[src/rtl/ntt_core_gf64_pmr_final_reduc.sv]
// ntt_core_gf64_pmr_final_reduc
// Purpose : final canonical reduction of a signed, partially reduced 66-bit value
//           from ntt_core_gf64_pmr_add into [0, MOD_M), MOD_M = 2^64-2^32+1.
// Latency : 2+IN_PIPE cycles from in_avail to out_avail, throughput 1/cycle.
// Backpressure: none; every in_avail yields one out_avail, in order, gaps preserved.
// Ports   : clk, s_rst_n (sync, active-low) | in_z[65:0], in_avail, in_side
//           | out_z[63:0], out_avail, out_side.
// Optional: define NTT_CORE_GF64_PMR_FINAL_REDUC_CHECK_EN to add a simulation-only
//           checker (out_z range and in/out avail count consistency).
module ntt_core_gf64_pmr_final_reduc #(
  parameter int         MOD_NTT_W = 64,
  parameter int         IN_PIPE   = 1,
  parameter int         SIDE_W    = 1,
  parameter logic [1:0] RST_SIDE  = 2'b00
) (
  input  logic                   clk,
  input  logic                   s_rst_n,
  input  logic [MOD_NTT_W+1:0]   in_z,
  input  logic                   in_avail,
  input  logic [SIDE_W-1:0]      in_side,
  output logic [MOD_NTT_W-1:0]   out_z,
  output logic                   out_avail,
  output logic [SIDE_W-1:0]      out_side
);

  // The reduction identities below are specific to the Goldilocks prime.
  if (MOD_NTT_W != 64) begin : g_bad_width
    $fatal(1, "ntt_core_gf64_pmr_final_reduc: only MOD_NTT_W=64 is supported");
  end

  localparam logic [63:0]       MOD_LO       = 64'hFFFF_FFFF_0000_0001;
  localparam logic [65:0]       MOD_66       = {2'b00, MOD_LO};
  localparam logic [SIDE_W-1:0] SIDE_RST_VAL = {SIDE_W{RST_SIDE[1]}};

  // ---------------------------------------------------------------------------
  // Entry stage (optionally registered)
  // ---------------------------------------------------------------------------
  logic [65:0]       s0_z;
  logic              s0_avail;
  logic [SIDE_W-1:0] s0_side;

  if (IN_PIPE != 0) begin : g_in_pipe
    always_ff @(posedge clk) begin
      if (!s_rst_n) s0_avail <= 1'b0;
      else          s0_avail <= in_avail;
    end

    always_ff @(posedge clk) begin
      if (in_avail) s0_z <= in_z;
    end

    always_ff @(posedge clk) begin
      if (!s_rst_n && RST_SIDE[0]) s0_side <= SIDE_RST_VAL;
      else if (in_avail)           s0_side <= in_side;
    end
  end else begin : g_in_comb
    assign s0_z     = in_z;
    assign s0_avail = in_avail;
    assign s0_side  = in_side;
  end

  // ---------------------------------------------------------------------------
  // Stage 1: fold the two top bits using 2^64 = 2^32-1 (mod MOD_M).
  // hi*(2^32-1) is formed as (hi<<32) - hi; everything is evaluated mod 2^66,
  // which gives the correct two's-complement result because the true value
  // lies in [-2^33+2, 2^64+2^32-2].
  // ---------------------------------------------------------------------------
  logic [65:0]       hi_ext;
  logic [65:0]       s1_y_nxt;
  logic [65:0]       s1_y;
  logic              s1_avail;
  logic [SIDE_W-1:0] s1_side;

  always_comb begin
    hi_ext   = {{64{s0_z[65]}}, s0_z[65:64]};
    s1_y_nxt = {2'b00, s0_z[63:0]} + {hi_ext[33:0], 32'b0} - hi_ext;
  end

  always_ff @(posedge clk) begin
    if (!s_rst_n) s1_avail <= 1'b0;
    else          s1_avail <= s0_avail;
  end

  always_ff @(posedge clk) begin
    if (s0_avail) s1_y <= s1_y_nxt;
  end

  always_ff @(posedge clk) begin
    if (!s_rst_n && RST_SIDE[0]) s1_side <= SIDE_RST_VAL;
    else if (s0_avail)           s1_side <= s0_side;
  end

  // ---------------------------------------------------------------------------
  // Stage 2: single correction step. Both corrected results fit in 64 bits,
  // so the add/subtract is done on the low 64 bits only (mod 2^64).
  // ---------------------------------------------------------------------------
  logic        s1_neg;
  logic        s1_ge;
  logic [63:0] s2_nxt;

  always_comb begin
    s1_neg = s1_y[65];
    s1_ge  = !s1_neg && (s1_y >= MOD_66);
    s2_nxt = s1_y[63:0];
    if (s1_neg)     s2_nxt = s1_y[63:0] + MOD_LO;
    else if (s1_ge) s2_nxt = s1_y[63:0] - MOD_LO;
  end

  always_ff @(posedge clk) begin
    if (!s_rst_n) out_avail <= 1'b0;
    else          out_avail <= s1_avail;
  end

  always_ff @(posedge clk) begin
    if (s1_avail) out_z <= s2_nxt;
  end

  always_ff @(posedge clk) begin
    if (!s_rst_n && RST_SIDE[0]) out_side <= SIDE_RST_VAL;
    else if (s1_avail)           out_side <= s1_side;
  end

`ifdef NTT_CORE_GF64_PMR_FINAL_REDUC_CHECK_EN
  // ---------------------------------------------------------------------------
  // Simulation-only checker
  // ---------------------------------------------------------------------------
  localparam int LATENCY = 2 + IN_PIPE;

  logic [31:0] chk_in_cnt;
  logic [31:0] chk_out_cnt;
  logic [31:0] chk_in_dly [LATENCY];

  // Counts are of cycles strictly before the current one, so
  // out count(t) must equal in count(t-LATENCY).
  always_ff @(posedge clk) begin
    if (!s_rst_n) begin
      chk_in_cnt  <= '0;
      chk_out_cnt <= '0;
      for (int i = 0; i < LATENCY; i++) chk_in_dly[i] <= '0;
    end else begin
      chk_in_cnt    <= chk_in_cnt + {31'd0, in_avail};
      chk_out_cnt   <= chk_out_cnt + {31'd0, out_avail};
      chk_in_dly[0] <= chk_in_cnt;
      for (int i = 1; i < LATENCY; i++) chk_in_dly[i] <= chk_in_dly[i-1];
    end
  end

  always @(posedge clk) begin
    if (s_rst_n) begin
      if (out_avail && (out_z >= MOD_LO)) begin
        $display("%0t ntt_core_gf64_pmr_final_reduc: out_z out of range: %h", $time, out_z);
        $fatal(1);
      end
      if (chk_out_cnt != chk_in_dly[LATENCY-1]) begin
        $display("%0t ntt_core_gf64_pmr_final_reduc: out count %0d != delayed in count %0d",
                 $time, chk_out_cnt, chk_in_dly[LATENCY-1]);
        $fatal(1);
      end
    end
  end
`else
  // Checker not built: no additional logic.
`endif

endmodule

[config.mk]
export PLATFORM = sky130hd
export DESIGN_NAME = ntt_core_gf64_pmr_final_reduc
export DESIGN_NICKNAME = d
export VERILOG_FILES = /design/src/rtl/ntt_core_gf64_pmr_final_reduc.sv
export SDC_FILE = /design/constraint.sdc
export NUM_CORES = 1
export LEC_CHECK = 0
export CAP_MARGIN = 20
export CORE_UTILIZATION = 40
export CTS_CLUSTER_DIAMETER = 150
export DETAILED_ROUTE_END_ITERATION = 8
export SETUP_SLACK_MARGIN = 0.15
export SKIP_CTS_REPAIR_TIMING = 1
export SLEW_MARGIN = 20
export SYNTH_ARGS = -nofsm -noshare
export SYNTH_HDL_FRONTEND = slang
export SYNTH_SLANG_ARGS = --single-unit
[constraint.sdc]
create_clock -name clk -period 5.6 [get_ports clk]
set_clock_uncertainty 0.05 [all_clocks]
set_input_delay 0.56 -clock clk [delete_from_list [all_inputs] [get_ports clk]]
set_output_delay 0.56 -clock clk [all_outputs]
set_load 0.02 [all_outputs]
==> out/metrics.cfg <==
[route]
vias = 10400
wl_um = 32800
drt_iter0_drc = 704
avgViaCountPerCell = 5.43
drt-pass1-iter-count = 5
drc = 0
wl_per_cell_um = 17.2
final_antenna_net_count = 0

[power]
p_total_w = 0.00558
peakVddDrop_uv = 229
power.density_mw_per_mm2 = 336
leakage_nw = 6.49

[place]
place_hpwl_um = 25400
io_buffers = 135
place.gp.congestion = 0.898

[critical_path]
critical_path.max_fanout = 21
path_class = flip-flop to flip-flop
arrival_ns = 5.14
end_kind = flip-flop
crit_required_ns = 5.82
worstSetupStartpointType = flip-flop

[synth]
ys_async_sr_fraction_pct = 0
synth-xor-area-share_pct = 9.61
synthCells = 1315
yosys_warnings = 0
synth_simple_gate_area_share_pct = 16.5
synth_top_family_by_area = simple AND/OR/NAND/NOR gates
synth_compound_area_share_pct = 13.4
ys.flop_type = edfxtp_1
synth-seq-area-share_pct = 43.3
syn_nets = 1547
synthMostInstantiatedCell = edfxtp_1
syn_area_per_cell_um2 = 10.6
synth-edff-count = 199
synth_cell_types = 77
ys_ff_latch = 202
synth.top_cells.by_count = edfxtp_1, ha_1, xor2_1
synth_top_cell_by_area = edfxtp_1
synth_fa_ha_area_share_pct = 14.6
syn_area_mm2 = 0.0139
synthMuxAreaShare_pct = 0.296
synth_area_leaders = edfxtp_1, ha_1, xor2_1, xnor2_1, a21oi_1
yosys.area.top_type_share_pct = 42.8

[sta]
hold_ws_ns = 0.374
slew_headroom_pct = 26.1
grt_setup_unrepaired = no
timing.fmax_mhz = 203
fin_tns_setup_ns = 0
finalSetupViolCount = 0
hold_violations = 0
slew_viol_final = 0
worst_pin_slew_ns = 1.10
min_period_over_period_pct = 87.9
fin_crit_ns = 4.92

[final_layout]
area_growth_syn_to_layout_pct = 19.0
fin_nets = 1667
drive_gt1_share_pct = 7.78
num_antenna_cells = 0

[die]
die_w_um = 189
rows = 68
initial_core_util_pct = 40.5
ios = 136
core_area_mm2 = 0.0345
fp.dieH_um = 189
dieArea_mm2 = 0.0356

[grt]
grt_pass1_vias = 9773
grt_pass1_wl_um = 52900
antenna_found_initial = 0
grt_max_degree = 68
grtUsageTotal_pct = 18.4
gr-total-overflow = 0

[min_path]
hp-class = flip-flop to flip-flop

[status]
status = complete, no violations

[clock_tree]
clock_latency_ns = 0.53
clk_pin_slew_worst_paths_ns = 0.06
h-tree-depth = 1
root_buffer = clkbuf_16
cts_tree = done
clockBufferDepth = 3
cts_buffers = 25
cts.sinks = 202

[run]
maxCapViolCount = 0

layout make-up:
type,instances,area (um^2)
Fill cell,3221,17900
Tap cell,455,569
Timing Repair Buffer,142,1410
Multi-Input combinational cell,1035,7650
Clock inverter,18,193
Clock buffer,26,629
Sequential cell,202,6040
Inverter,29,113
through the flow:
stage          util [%]  cell area, um^2  setup WS, ns  instances
2_1_floorplan         -            14000         0.135       1315
3_3_place_gp       45.8            15800         0.847       1863
3_5_place_dp       45.8            15800         0.716       1863
4_1_cts            48.2            16600         0.715       1907
5_1_grt            48.2            16600         0.410       1907
6_report           48.2            16600         0.677       1907
layer usage:
| metal | vias up | GRT usage, % | share of wire [%] |
|---|---|---|---|
| met5 | - | 0 | 0 |
| met4 | 0 | 5.71 | 2.2 |
| met3 | 41 | 2.29 | 4.5 |
| met2 | 285 | 25.9 | 41 |
| met1 | 4856 | 28.8 | 53 |
| li1 | 5168 | - | - |
cells by family after synthesis:
kind of cell    after synthesis
compound gates              288
flops                       202
simple gates                428
mux                           4
fa+ha+maj                   162
xor+xnor                    153
buf+inv                      78
critical path: stages, from the launching register on:
cell and delay, ns:
edfxtp_1 0.39, clkinvlp_4 0.49, ha_4 0.42, ha_1 0.36
a21oi_1 0.27, nand2_1 0.11, o41a_1 0.41, a21oi_1 0.32
o31a_1 0.33, or3b_2 0.17, a21oi_1 0.08, nor3_1 0.77
o21ai_0 0.28, xor2_1 0.19
report_power, final:
group / internal [W] / total (W) / switching (W)
sequential: 0.00195 / 0.00215 / 0.000208
clock: 0.000961 / 0.00160 / 0.000637
combinational: 0.000756 / 0.00183 / 0.00108
total: 0.00366 / 0.00558 / 0.00192
final timing paths:
check	from	to	slack (ns)	depth (start not counted)
worst max register to register	s0_z[65]	s1_y[60]	0.68	13
worst max-delay path	s0_z[65]	s1_y[60]	0.68	13
worst min-delay path	s1_side	out_side	0.37	0
worst min register to register	s1_side	out_side	0.37	0
placed cells by master (no fill, tap or decap), drive strengths merged, types with 8 or more instances in the layout:
master         instances
edfxtp               199
ha                   160
clkdlybuf4s50        134
xor2                  89
nand2                 86
a21oi                 84
nor2                  72
xnor2                 64
o21ai                 55
nand3                 52
a21o                  40
nor3                  35
and3                  35
or2                   34
nand4                 32
inv                   31
clkbuf                26
a31oi                 18
o21bai                18
and2                  17
or3                   13
nor4                  12
clkinv                11
nor2b                  9
o31ai                  9
a211oi                 9
buf                    8
flip-flops by register name, summed over array words and instances (netlist names):
| name | count |
|---|---|
| out_side | 1 |
| out_avail | 1 |
| s1_side | 1 |
| out_z | 64 |
| s1_avail | 1 |
| s0_side | 1 |
| s0_z | 66 |
| s1_y | 66 |
| s0_avail | 1 |
Power figures use the tool's default switching activity.
